==> src/rtl/ps2_host_tx.sv <==
`default_nettype none
// ============================================================================
// Module   : ps2_host_tx
// Purpose  : Host-to-device PS/2 transmitter. Performs request-to-send, shifts
//            out one command byte with odd parity on device-generated clock
//            edges, checks the device ACK and guards every phase with a
//            watchdog. tx_idle gates the companion receiver.
// Revision : 1.0 - initial release
// ============================================================================
module ps2_host_tx #(
  parameter int INHIBIT_CYCLES = 5000,
  parameter int TIMEOUT_CYCLES = 1_000_000,
  parameter int FILTER_LEN     = 8
) (
  input  logic       clk,
  input  logic       rst,
  input  logic       wr_ps2,
  input  logic [7:0] din,
  input  logic       ps2c_in,
  input  logic       ps2d_in,
  output logic       ps2c_drv_low,
  output logic       ps2d_drv_low,
  output logic       tx_idle,
  output logic       tx_done_tick,
  output logic       tx_err_tick
);

  // Shared counter covers both the RTS hold time and the watchdog window.
  localparam int c_CNT_MAX = (INHIBIT_CYCLES > TIMEOUT_CYCLES) ? INHIBIT_CYCLES : TIMEOUT_CYCLES;
  localparam int c_CNT_W   = $clog2(c_CNT_MAX + 1);

  localparam logic [c_CNT_W-1:0] c_CNT_ONE      = c_CNT_W'(1);
  localparam logic [c_CNT_W-1:0] c_INHIBIT_LAST = c_CNT_W'(INHIBIT_CYCLES - 1);
  localparam logic [c_CNT_W-1:0] c_TIMEOUT_LAST = c_CNT_W'(TIMEOUT_CYCLES - 1);

  localparam logic [2:0] c_ST_IDLE     = 3'd0;
  localparam logic [2:0] c_ST_RTS      = 3'd1;
  localparam logic [2:0] c_ST_START    = 3'd2;
  localparam logic [2:0] c_ST_DATA     = 3'd3;
  localparam logic [2:0] c_ST_STOP     = 3'd4;
  localparam logic [2:0] c_ST_ACK      = 3'd5;
  localparam logic [2:0] c_ST_WAIT_REL = 3'd6;

  // Clock glitch filter and data-line synchroniser
  logic [FILTER_LEN-1:0] r_filt;
  logic                  r_f_ps2c;
  logic                  w_f_ps2c_next;
  logic                  w_fall;
  logic                  r_ps2d_meta;
  logic                  r_ps2d;

  // Control state and datapath
  logic [2:0]         r_state;
  logic [2:0]         w_state_next;
  logic [8:0]         r_frame;
  logic [8:0]         w_frame_next;
  logic [3:0]         r_bit_cnt;
  logic [3:0]         w_bit_cnt_next;
  logic [c_CNT_W-1:0] r_cnt;
  logic [c_CNT_W-1:0] w_cnt_next;
  logic               r_done_tick;
  logic               w_done_next;
  logic               r_err_tick;
  logic               w_err_next;
  logic               w_timeout;

  // Shift the raw pad clock into the filter; double-register the data pad.
  always_ff @(posedge clk or negedge rst) begin
    if (!rst) begin
      r_filt      <= '1;
      r_f_ps2c    <= 1'b1;
      r_ps2d_meta <= 1'b1;
      r_ps2d      <= 1'b1;
    end else begin
      r_filt      <= {ps2c_in, r_filt[FILTER_LEN-1:1]};
      r_f_ps2c    <= w_f_ps2c_next;
      r_ps2d_meta <= ps2d_in;
      r_ps2d      <= r_ps2d_meta;
    end
  end

  // Filtered clock only changes once the whole window agrees.
  always_comb begin
    w_f_ps2c_next = r_f_ps2c;
    if (r_filt == '1) begin
      w_f_ps2c_next = 1'b1;
    end else if (r_filt == '0) begin
      w_f_ps2c_next = 1'b0;
    end
  end

  assign w_fall = r_f_ps2c & ~w_f_ps2c_next;

  // A fall in the same cycle as expiry rescues the frame.
  assign w_timeout = ~w_fall & (r_cnt == c_TIMEOUT_LAST);

  // State register plus frame, bit counter, shared counter and tick registers.
  always_ff @(posedge clk or negedge rst) begin
    if (!rst) begin
      r_state     <= c_ST_IDLE;
      r_frame     <= '0;
      r_bit_cnt   <= '0;
      r_cnt       <= '0;
      r_done_tick <= 1'b0;
      r_err_tick  <= 1'b0;
    end else begin
      r_state     <= w_state_next;
      r_frame     <= w_frame_next;
      r_bit_cnt   <= w_bit_cnt_next;
      r_cnt       <= w_cnt_next;
      r_done_tick <= w_done_next;
      r_err_tick  <= w_err_next;
    end
  end

  // Next-state, datapath update and completion tick decisions.
  always_comb begin
    w_state_next   = r_state;
    w_frame_next   = r_frame;
    w_bit_cnt_next = r_bit_cnt;
    w_cnt_next     = r_cnt;
    w_done_next    = 1'b0;
    w_err_next     = 1'b0;
    case (r_state)
      c_ST_IDLE: begin
        w_cnt_next = '0;
        if (wr_ps2) begin
          w_frame_next = {~^din, din};
          w_state_next = c_ST_RTS;
        end
      end
      c_ST_RTS: begin
        if (r_cnt == c_INHIBIT_LAST) begin
          w_cnt_next   = '0;
          w_state_next = c_ST_START;
        end else begin
          w_cnt_next = r_cnt + c_CNT_ONE;
        end
      end
      default: begin
        // Device-clocked phases: watchdog restarts on every filtered fall.
        w_cnt_next = w_fall ? '0 : r_cnt + c_CNT_ONE;
        if (w_timeout) begin
          w_state_next = c_ST_IDLE;
          w_err_next   = 1'b1;
        end else begin
          case (r_state)
            c_ST_START: begin
              if (w_fall) begin
                w_state_next   = c_ST_DATA;
                w_bit_cnt_next = 4'd8;
              end
            end
            c_ST_DATA: begin
              if (w_fall) begin
                if (r_bit_cnt == 4'd0) begin
                  w_state_next = c_ST_STOP;
                end else begin
                  w_frame_next   = {1'b0, r_frame[8:1]};
                  w_bit_cnt_next = r_bit_cnt - 4'd1;
                end
              end
            end
            c_ST_STOP: begin
              if (w_fall) begin
                w_state_next = c_ST_ACK;
              end
            end
            c_ST_ACK: begin
              if (w_fall) begin
                if (!r_ps2d) begin
                  w_state_next = c_ST_WAIT_REL;
                end else begin
                  w_state_next = c_ST_IDLE;
                  w_err_next   = 1'b1;
                end
              end
            end
            c_ST_WAIT_REL: begin
              if (r_f_ps2c && r_ps2d) begin
                w_state_next = c_ST_IDLE;
                w_done_next  = 1'b1;
              end
            end
            default: begin
              w_state_next = c_ST_IDLE;
            end
          endcase
        end
      end
    endcase
  end

  // Moore pad drivers and idle flag, decoded from state and frame only.
  always_comb begin
    ps2c_drv_low = 1'b0;
    ps2d_drv_low = 1'b0;
    tx_idle      = 1'b0;
    case (r_state)
      c_ST_IDLE:  tx_idle      = 1'b1;
      c_ST_RTS:   ps2c_drv_low = 1'b1;
      c_ST_START: ps2d_drv_low = 1'b1;
      c_ST_DATA:  ps2d_drv_low = ~r_frame[0];
      default:    ps2d_drv_low = 1'b0;
    endcase
  end

  assign tx_done_tick = r_done_tick;
  assign tx_err_tick  = r_err_tick;

endmodule
`default_nettype wire

==> config.mk <==
export PLATFORM = sky130hd
export DESIGN_NAME = ps2_host_tx
export DESIGN_NICKNAME = d
export VERILOG_FILES = /design/src/rtl/ps2_host_tx.sv
export SDC_FILE = /design/constraint.sdc
export NUM_CORES = 1
export LEC_CHECK = 0
export ABC_AREA = 1
export CORE_UTILIZATION = 45
export DETAILED_ROUTE_END_ITERATION = 10
export PLACE_DENSITY = 0.71
export REMOVE_ABC_BUFFERS = 1
export SLEW_MARGIN = 20
export SYNTH_ARGS = -nofsm -noshare
export SYNTH_HDL_FRONTEND = slang
export SYNTH_SLANG_ARGS = --single-unit
==> constraint.sdc <==
create_clock -name clk -period 1.89 [get_ports clk]
set_clock_uncertainty 0.1 [all_clocks]
set_input_delay 0.378 -clock clk [delete_from_list [all_inputs] [get_ports clk]]
set_output_delay 0.378 -clock clk [all_outputs]
set_load 0.01 [all_outputs]
### Word-level counts from Yosys, hierarchy flattened

Index checks and enable logic that the tools add are counted.

* input port bits: 13
* output and inout bits: 5
* logic and storage cells: 93
* bits in registers: 49

* add/sub/neg operators: 2
* muxes and demuxes: 39
* reduce and logical (&&, ||, !) cells: 12
* bitwise operators: 8
* eq/ne operators: 22

Operator list (count)
* 9-bit 2-to-1 mux: 5
* 20-bit 2-to-1 mux: 2
* 20-bit one-hot mux with 2 select lines: 1
* 3-bit 2-to-1 mux: 10
* 20-bit by 1-bit adder with 20-bit output (second input constant): 1
* 20-bit by 13-bit equality test with 1-bit output (second input constant): 1
* 20-bit equality test (second input constant): 1
* 9-bit one-hot mux with 2 select lines: 1
* 5-bit by 4-bit inequality test with 1-bit output (second input constant): 3
* 5-bit inequality test (second input constant): 3
* 3-bit one-hot mux with 5 select lines: 1
* 1-bit 2-to-1 mux: 13
* 4-bit 2-to-1 mux: 3
* 6-bit AND reduction: 2
* 2-bit inequality test (second input constant): 5
* 3-bit equality test (second input constant): 3
* 8-bit equality test (second input constant): 1
* 8-bit zero test: 1
* 4-bit one-hot mux with 2 select lines: 1
* 8-bit AND reduction: 1
* 8-bit XNOR reduction: 1
* 3-bit by 2-bit equality test with 1-bit output (second input constant): 2
* 1-bit NOT: 6
* 3-bit one-hot mux with 2 select lines: 1
* 10 further kinds: 14

### Depth between registers and ports, before layout

Gate-level depths: netlist of the first run.

* word-level depth: 9
* mapped depth: 11
* gate-level depth less buffers: 11

### Worst setup path after synthesis of the first run

Ideal clock, no wire load.

* path kind: flip-flop to flip-flop
* start point: register r_state[1]
* end point: register r_state[1]
* period minus slack after synthesis: 1580 ps
* data required time: 1673 ps
* arrival time: 1363 ps
* buffers on the path: 1
* slack: 310 ps
* library setup time: 117 ps
* cell stages (with the launch flop): 11
* cells stage by stage: dfrtp_1 > nor2_4 > inv_2 > nor2_8 > inv_2 > or2_1 > buf_6 > nand3_2 > nor2_1 > nand3_2 > nand2_1

* word-level cells in the longest chain between the ends: 4
* elaborated cells on any way between the ends: 19
* classes of those cells: eq/ne (14); mux (3); reduce/logical (2)

Ends and longest elaborated chain
* start: declaration: line 53 `logic [2:0] r_state;`
* start signal: assignment: line 100 `r_state <= c_ST_IDLE;`
* start signal: assignment: line 107 `r_state <= w_state_next;`
* 3-bit equality test / 3-bit by 2-bit equality test with 1-bit output (equally long branches): line 147 `case (r_state)`
* 3-bit one-hot mux with 5 select lines: line 147
* 3-bit 2-to-1 mux: line 143 `if (w_timeout) begin`
* 3-bit one-hot mux with 2 select lines: line 124 `case (r_state)`

Parallel ways exist; a longest one is shown, timed or not.
A chain may end at the register's enable or synchronous reset.

### Worst setup path after layout of the first run

* start point: register r_state[1]
* end point: output tx_idle

* word-level cells in the longest chain between the ends: 2

Ends and longest elaborated chain
* 3-bit zero test: line 199 `case (r_state)`
* 1-bit 2-to-1 mux: line 199
* end: declaration: line 23 `output logic tx_idle,`

No other way between the ends.

==> results.md, run 1 <==
* Status: finished, final reports clean
* Synth Cell Area at 2760 µm²
* Syn_area_per_cell at ~7.8 µm²
* Critical path cell sequence: nor2_4, inv_2, nor2_8, dlygate4sd2_1
* I/O Pins at 18
* Largest net degree at the start of global routing at between 40 and 50
* FFs w/ async S/R, synth at 1.000
* Peak Freq at around 0.56 GHz
* Antenna Nets Post-Route at 0
* Post-route cell area at 3206 µm²
* Setup TNS at 0 ps
* Post-place setup slack at 60.71 ps
* Utilization after layout at 0.5414
* Slowest cell on crit path: dfrtp_1
* Arrival time worst endpoint at 1320 ps
* Iter 0 DRT Violations at 132
* Int Pwr at approximately 2.2 mW
* Count leader, synth: nand2_1
* N_diodes at 0
* Top cells by area, synth: dfrtp_1, nand2_1, dfstp_2
* Layout cells sized above 1 at 0.1649
* Tightest Hold Check Type: reg -> reg
* Global-route wire length before repair at just over 9000 µm
* Vias post-DR at 2275
* Final Max Tran Viols at 0
* Yosys top cell by area: dfrtp_1
* CTS Sinks at 49
* Final Non-Filler Cells at approximately 460
* Hold Path Origin: r_ps2d_meta$_DFF_PN1_
* RSZ-0062 raised after global routing: no
* Placed Area at 3075 µm²
* Final setup vio count at 0
* Setup CP Type: reg -> out
* Slew HR at 0.8188
* FF-to-FF End: r_frame[1]$_DFFE_PN0P_
* Total CTS buffers at 5
* Worst path bufs/invs at 2
* RePlAce Congestion at 0.8335
* Yosys top cell area share at 0.3445
* CTS H-tree lvls at 2
* Vias in the first global route at 2140
* Critical register-to-register path startpoint: r_state[1]$_DFFE_PN0P_
* Max clock buf depth at 2
* Leading cell types by count after synthesis: nand2_1, nor2_1, dfrtp_1
* Setup crit end kind: primary output
* FF-to-FF path depth at 9
* Placed Instances at ~450
* Number of synthesized flops with an enable pin at 0
* Max incr delay on CP at 430 ps
* Chip Height at 80.32 µm
* Register clock-pin slew on the reported worst setup and hold paths at 90 ps
* Final-report hold violation count at 0
* Critical path's top delay family: flip-flops
* Hold WS at between 200 and 300 ps
* Post-detail-place hpwl at between 3000 and 4000 µm
* Post-synth top flop: dfrtp_1
* Yosys warns at 0
* Area Overhead vs Synth at 16.14%
* Max Cap Viol at 0
* Comb pwr share at 0.412
* Worst skew pair latency at around 310 ps
* Sequential area share after synthesis at 0.4492
* Die area at 6451 µm²
* Distinct cells, synth at 40
* Total Nets Final at 403
* Yosys reg bits at between 40 and 50
* Final WS setup at 90.40 ps
* Total track usage at 0.1828
* Routed vias/inst at between 4 and 5
* Routed WL at 5279 µm
* Sw Ratio at 0.3780
* Row cnt at 28
* Critical path peak fanout at 3
* Die width at between 80 and 90 µm
* Net Sw Power at about 1.3 mW
* Clock Tree Root: clkbuf_8
* Leakage at roughly 1.4 nW
* Port bufs at 17
* Maximum vdd drop at 0.5417 mV
* Initial Util at 0.4662
* Critical Path Start Type: flop
* Hold Path Sink: r_ps2d$_DFF_PN1_
* Worst reg2reg setup slack at 140 ps
* WHS Path Cells at 0
* Routed WL per cell at ~11 µm
* Register share of total power at 0.380
* Initial DRT Pass Iterations at 4
* FILL cells at 550
* Crit path required time at 1410 ps
* Remaining Overflow, GRT at 0
* Total chip power at 3.513 mW
* Mapped Cells at 356
* CTS tree: built
* Initial antenna violation count at 0
* Slew @ Worst Pin at 269.7 ps
* Final period utilization at 0.9522
* Drc violations at 0
* Final Critical Period at 1800 ps
* Placeable Area at approximately 6000 µm²
* Clock network power share at 0.208
* Pwr dens at 1096 nW/µm²
## state kept, by name, summed over array words and instances (netlist names)
signal	count
r_filt	8
r_f_ps2c	1
r_state	3
r_frame	9
tx_done_tick	1
r_ps2d_meta	1
r_bit_cnt	4
r_cnt	20
tx_err_tick	1
r_ps2d	1
## logic make-up after synthesis
family,Yosys count,share of synthesized area
DFF,49,0.4492
AOI/OAI and AO/OA,15,0.03264
xor gates and xnor gates,20,0.06346
adders and majority gates,3,0.01360
and+or+nand+nor,230,0.3821
buffers and inverters,39,0.05893
## metal layers
metal | wire (µm) | vias up | GRT usage
met4 | 73 | 0 | 0.06786
met3 | 83 | 4 | 0.03182
met1 | 2629 | 1067 | 0.2448
li1 | - | 1182 | -
met5 | 0 | - | 0
met2 | 2493 | 22 | 0.2949
## layout by cell type (no fill, tap or decap), types with 6 or more instances in the layout
| cell type | instances |
|---|---|
| dfrtp_1 | 37 |
| buf_4 | 11 |
| inv_2 | 7 |
| a21oi_1 | 6 |
| dfstp_2 | 11 |
| nor2_1 | 61 |
| inv_1 | 25 |
| nor3_1 | 12 |
| xor2_1 | 13 |
| nand3_1 | 26 |
| xnor2_1 | 7 |
| clkdlybuf4s50_1 | 13 |
| nand2_1 | 100 |
## repair_timing
item	in CTS	in global routing
hold buffers	1	0
endpoints found under the setup margin	3	14
gates resized for setup	5	7
endpoints found under the hold margin	4	0
buffers inserted	1	0
## how the worst max path moves through the flow
| stage | start | end | cells past startpoint |
|---|---|---|---|
| after global routing | r_cnt[15]$_DFF_PN0_ | r_state[1]$_DFFE_PN0P_ | 10 |
| final | r_state[1]$_DFFE_PN0P_ | tx_idle | 4 |
| after CTS | r_state[1]$_DFFE_PN0P_ | ps2d_drv_low | 5 |
| after floorplan | r_cnt[0]$_DFF_PN0_ | r_cnt[11]$_DFF_PN0_ | 6 |
| after detailed placement | r_state[1]$_DFFE_PN0P_ | ps2d_drv_low | 5 |
| after global placement | r_state[1]$_DFFE_PN0P_ | ps2d_drv_low | 5 |
## worst reg2reg max path: stages (launching register included)
cell	delay (ps)
dfrtp_1	430
nor2_4	130
inv_2	80
nor2_8	110
inv_2	120
or2_1	290
buf_4	210
nand2_8	110
nand2_1	60
nand2_1	60
## cell type report
cell class | instances | area [µm²] | area share
inverter | 33 | 123.9 | 0.03864
clock buffer | 6 | 72.57 | 0.02264
timing repair buffer | 30 | 266.5 | 0.08314
sequential | 49 | 1241 | 0.3872
multi-input combinational | 268 | 1373 | 0.4282
tap | 75 | 93.84 | 0.02927
clock inverter | 2 | 35.03 | 0.01093
## power groups by stage
| stage | combinational [mW] | clock [mW] | sequential [mW] |
|---|---|---|---|
| after global placement | 1.43 | 0 | 1.36 |
| after detailed placement | 1.45 | 0 | 1.36 |
| after global routing | 1.64 | 0.799 | 1.35 |
| final | 1.45 | 0.730 | 1.34 |
| after CTS | 1.46 | 0.760 | 1.33 |
| after floorplan | 0.933 | 0 | 1.36 |
(Power assumes the default switching activity.)
==> run 2: changes to the inputs <==
--- a/config.mk
+++ b/config.mk
@@ -7,6 +7,7 @@
 export LEC_CHECK = 0
 export ABC_AREA = 1
 export CORE_UTILIZATION = 45
+export CTS_CLUSTER_DIAMETER = 60
 export DETAILED_ROUTE_END_ITERATION = 10
 export PLACE_DENSITY = 0.71
 export REMOVE_ABC_BUFFERS = 1
==> results of run 2 <==
No change in the layout: final DEF, timing and power equal those of run 1.
==> run 3: changes to the inputs <==
--- a/config.mk
+++ b/config.mk
@@ -5,11 +5,11 @@
 export SDC_FILE = /design/constraint.sdc
 export NUM_CORES = 1
 export LEC_CHECK = 0
-export ABC_AREA = 1
 export CORE_UTILIZATION = 45
 export CTS_CLUSTER_DIAMETER = 60
 export DETAILED_ROUTE_END_ITERATION = 10
-export PLACE_DENSITY = 0.71
+export DONT_BUFFER_PORTS = 1
+export PLACE_DENSITY = 0.68
 export REMOVE_ABC_BUFFERS = 1
 export SLEW_MARGIN = 20
 export SYNTH_ARGS = -nofsm -noshare
==> constraint.sdc (replaced) <==
create_clock -name clk -period 2.03 [get_ports clk]
set_clock_uncertainty 0.1 [all_clocks]
set_input_delay 0.406 -clock clk [delete_from_list [all_inputs] [get_ports clk]]
set_output_delay 0.406 -clock clk [all_outputs]
set_load 0.01 [all_outputs]
==> run 3 against run 2 <==
Effect of this change:
- the flow now finishes with violations (negative setup slack)
- synthesized cell count fell by 30%
- power fell by 37%
- final cell count fell by 25%
- sequential power fell by 12%
- highest routed layer unchanged
- setup slack got worse by 390 ps
- largest cell class is now flip-flops and latches
- global-route usage fell by 0.60 points
- first-iteration DRC count fell by 9.1%
- synthesized area fell by 10%
- final area fell by 8.9%
- die area fell by 9.8%
- register-to-register slack got worse by 440 ps
- critical path depth rose by 2
==> results.md, run 3 <==
* Die area at 5820 µm²
* Drc violations at 0
* Critical register-to-register path startpoint: r_cnt[10]$_DFF_PN0_
* Final setup vio count at 25
* I/O Pins at 18
* Critical path cell sequence: or4_1, or3_4, buf_4, buf_6, o31a_2, o31a_1
* Max clock buf depth at 2
* FF+latch area at 1240 µm²
* Critical path peak fanout at 3
* Total CTS buffers at 5
* Post-place setup slack at -307.1 ps
* Register clock-pin slew on the reported worst setup and hold paths at approximately 90 ps
* Total Nets Final at 291
* Routed WL at 4836 µm
* Worst skew pair latency at 300 ps
* Final Max Tran Viols at 0
* Slew HR at 0.7807
* Failing checks: negative setup slack
* Largest net degree at the start of global routing at 50
* Count leader, synth: dfrtp_1
* Sequential area share after synthesis at 0.4992
* Biggest register: r_cnt
* RSZ-0062 raised after global routing: yes
* Yosys warns at 0
* Routed WL per cell at about 14 µm
* Setup crit end kind: flop
* Yosys reg bits at 49
* Peak Freq at 0.4294 GHz
* Routed vias/inst at 5.439
* Slew @ Worst Pin at 327.8 ps
* Max Cap Viol at 0
* Pwr dens at 754.2 nW/µm²
* CTS Sinks at 49
* Initial antenna violation count at 0
* Initial Util at 0.4772
* Distinct cells, synth at 45
* Final period utilization at 1.147
* Iter 0 DRT Violations at 120
* Maximum vdd drop at 0.4212 mV
* Top cells by area, synth: dfrtp_1, dfstp_2, xnor2_1
* Mapped Cells at ~250
* Number of synthesized flops with an enable pin at 0
* Chip Height at 76.29 µm
* Critical Path Start Type: flop
* Final Critical Period at 2329 ps
* Antenna Nets Post-Route at 0
* Syn_area_per_cell at 10.01 µm²
* Placeable Area at 5205 µm²
* Port bufs at 0
* Commonest non-fill, non-tap cell in the layout: dfrtp_1
* Post-synth top flop: dfrtp_1
* Yosys top cell by area: dfrtp_1
* FILL cells at between 400 and 500
* Crit path required time at 2120 ps
* Leakage at approximately 1.2 nW
* Final WS setup at -298.6 ps
* Slowest cell on crit path: or4_1
* Total track usage at 0.1769
* Yosys top cell area share at 0.3829
* FFs w/ async S/R, synth at 1.000
* Global-route wire length before repair at 8390 µm
* Max incr delay on CP at 520 ps
* Remaining Overflow, GRT at 0
* CTS H-tree lvls at 2
* Commonest non-fill, non-tap cells in the layout: dfrtp_1, nor2_1, buf_4
* FF-to-FF End: r_state[0]$_DFFE_PN0P_
* Arrival time worst endpoint at 2420 ps
* Initial DRT Pass Iterations at 4
* CTS tree: built
* Max reg flops at 20
* Tightest Hold Check Type: in -> reg
* Setup CP Type: reg -> reg
* Area Overhead vs Synth at 17.53%
* Post-detail-place hpwl at 3400 µm
* Synth Cell Area at 2484 µm²
* RePlAce Congestion at ~0.79
* Status: finished, violations left
* N_diodes at 0
* Worst setup path startpoint: r_cnt[10]$_DFF_PN0_
* Clock Tree Root: clkbuf_8
* Vias post-DR at between 1500 and 2000
* Die width at 76.29 µm
* Row cnt at 26
* Area of the multi-input gates at 1179 µm²
* FF-to-FF path depth at 6
* Leading cell types by count after synthesis: dfrtp_1, nor2_1, nor2_2
* Total chip power at 2.201 mW
* Worst reg2reg setup slack at -300 ps
* Largest registers: r_cnt: 20 flops, r_frame: 9 flops, r_filt: 8 flops
* Setup crit end: r_state[0]$_DFFE_PN0P_
* Layout cells sized above 1 at 0.2609
* Vias in the first global route at 1889
* Final-report hold violation count at 0
## run 3: layout make-up
cell class,count,share of cell area
flip-flops and latches,49,0.4248
multi-input cells,183,0.4038
repair buffers,28,0.09430
well taps,70,0.03000
clock buffers,6,0.02486
clock inverters,2,0.01200
inverters,8,0.01029
## run 3: worst min path at each step
stage / startpoint / end / slack [ps] / cells past startpoint
2_1_floorplan: rst / r_bit_cnt[0]$_DFFE_PN0P_ / 10 / 0
6_report: din[4] / r_frame[4]$_DFFE_PN0P_ / 150 / 2
4_1_cts: din[4] / r_frame[4]$_DFFE_PN0P_ / 150 / 2
5_1_grt: din[0] / r_frame[0]$_DFFE_PN0P_ / 130 / 2
3_5_place_dp: rst / r_bit_cnt[3]$_DFFE_PN0P_ / 10 / 0
3_3_place_gp: rst / r_bit_cnt[1]$_DFFE_PN0P_ / 10 / 0
## run 3: timing repair
item / 4_1_cts / 5_1_grt
pin swaps: 2 / 5
setup buffers: 1 / 0
cloned: 0 / 2
hold buffers: 4 / 0
endpoints found under the setup margin: 25 / 33
gates resized for setup: 1 / 5
endpoints found under the hold margin: 51 / 0
## run 3: worst max-delay path, delay by kind of cell, from the launching register on
kind,cells,cell delay [ps]
DFF,1,390
AOI/OAI and AO/OA,2,610
and+or+nand+nor,2,870
buffers and inverters,2,250
## run 3: layer usage
metal | global-route usage | vias to the layer above | share of wire
li1 | - | 921 | -
met1 | 0.2284 | 917 | 0.45
met2 | 0.2955 | 38 | 0.49
met3 | 0.03473 | 6 | 0.041
met4 | 0.06154 | 0 | 0.011
met5 | 0 | - | 0
## run 3: power by group
part           total [mW]  switching (mW)  internal [mW]
Clock               0.676           0.310          0.366
Combinational       0.349           0.177          0.172
Sequential           1.18          0.0824           1.09
## run 3: kinds of logic (layout without fill, tap and decap cells)
logic type | Yosys count | after routing | share of synthesized area
AO/OA/AOI/OAI | 32 | 32 | 0.08766
XOR/XNOR | 25 | 25 | 0.08816
adder cells (fa/ha/maj) | 3 | 3 | 0.01511
buffers and inverters | 16 | 44 | 0.03577
flip-flops | 49 | 49 | 0.4992
multiplexers | 2 | 2 | 0.008061
AND/OR/NAND/NOR | 121 | 121 | 0.2660
## run 3: stage by stage
step	TNS, ps	utilization	hold slack, ps	instance area [µm²]	std cells
floorplan	-11290	-	10.41	2425	240
global placement	-5889	0.5154	11.38	2683	331
detailed placement	-6676	0.5154	11.42	2683	331
CTS	-7682	0.5493	145.5	2859	344
global route	-8204	0.5608	135.0	2919	346
finish	-6658	0.5608	154.7	2919	346
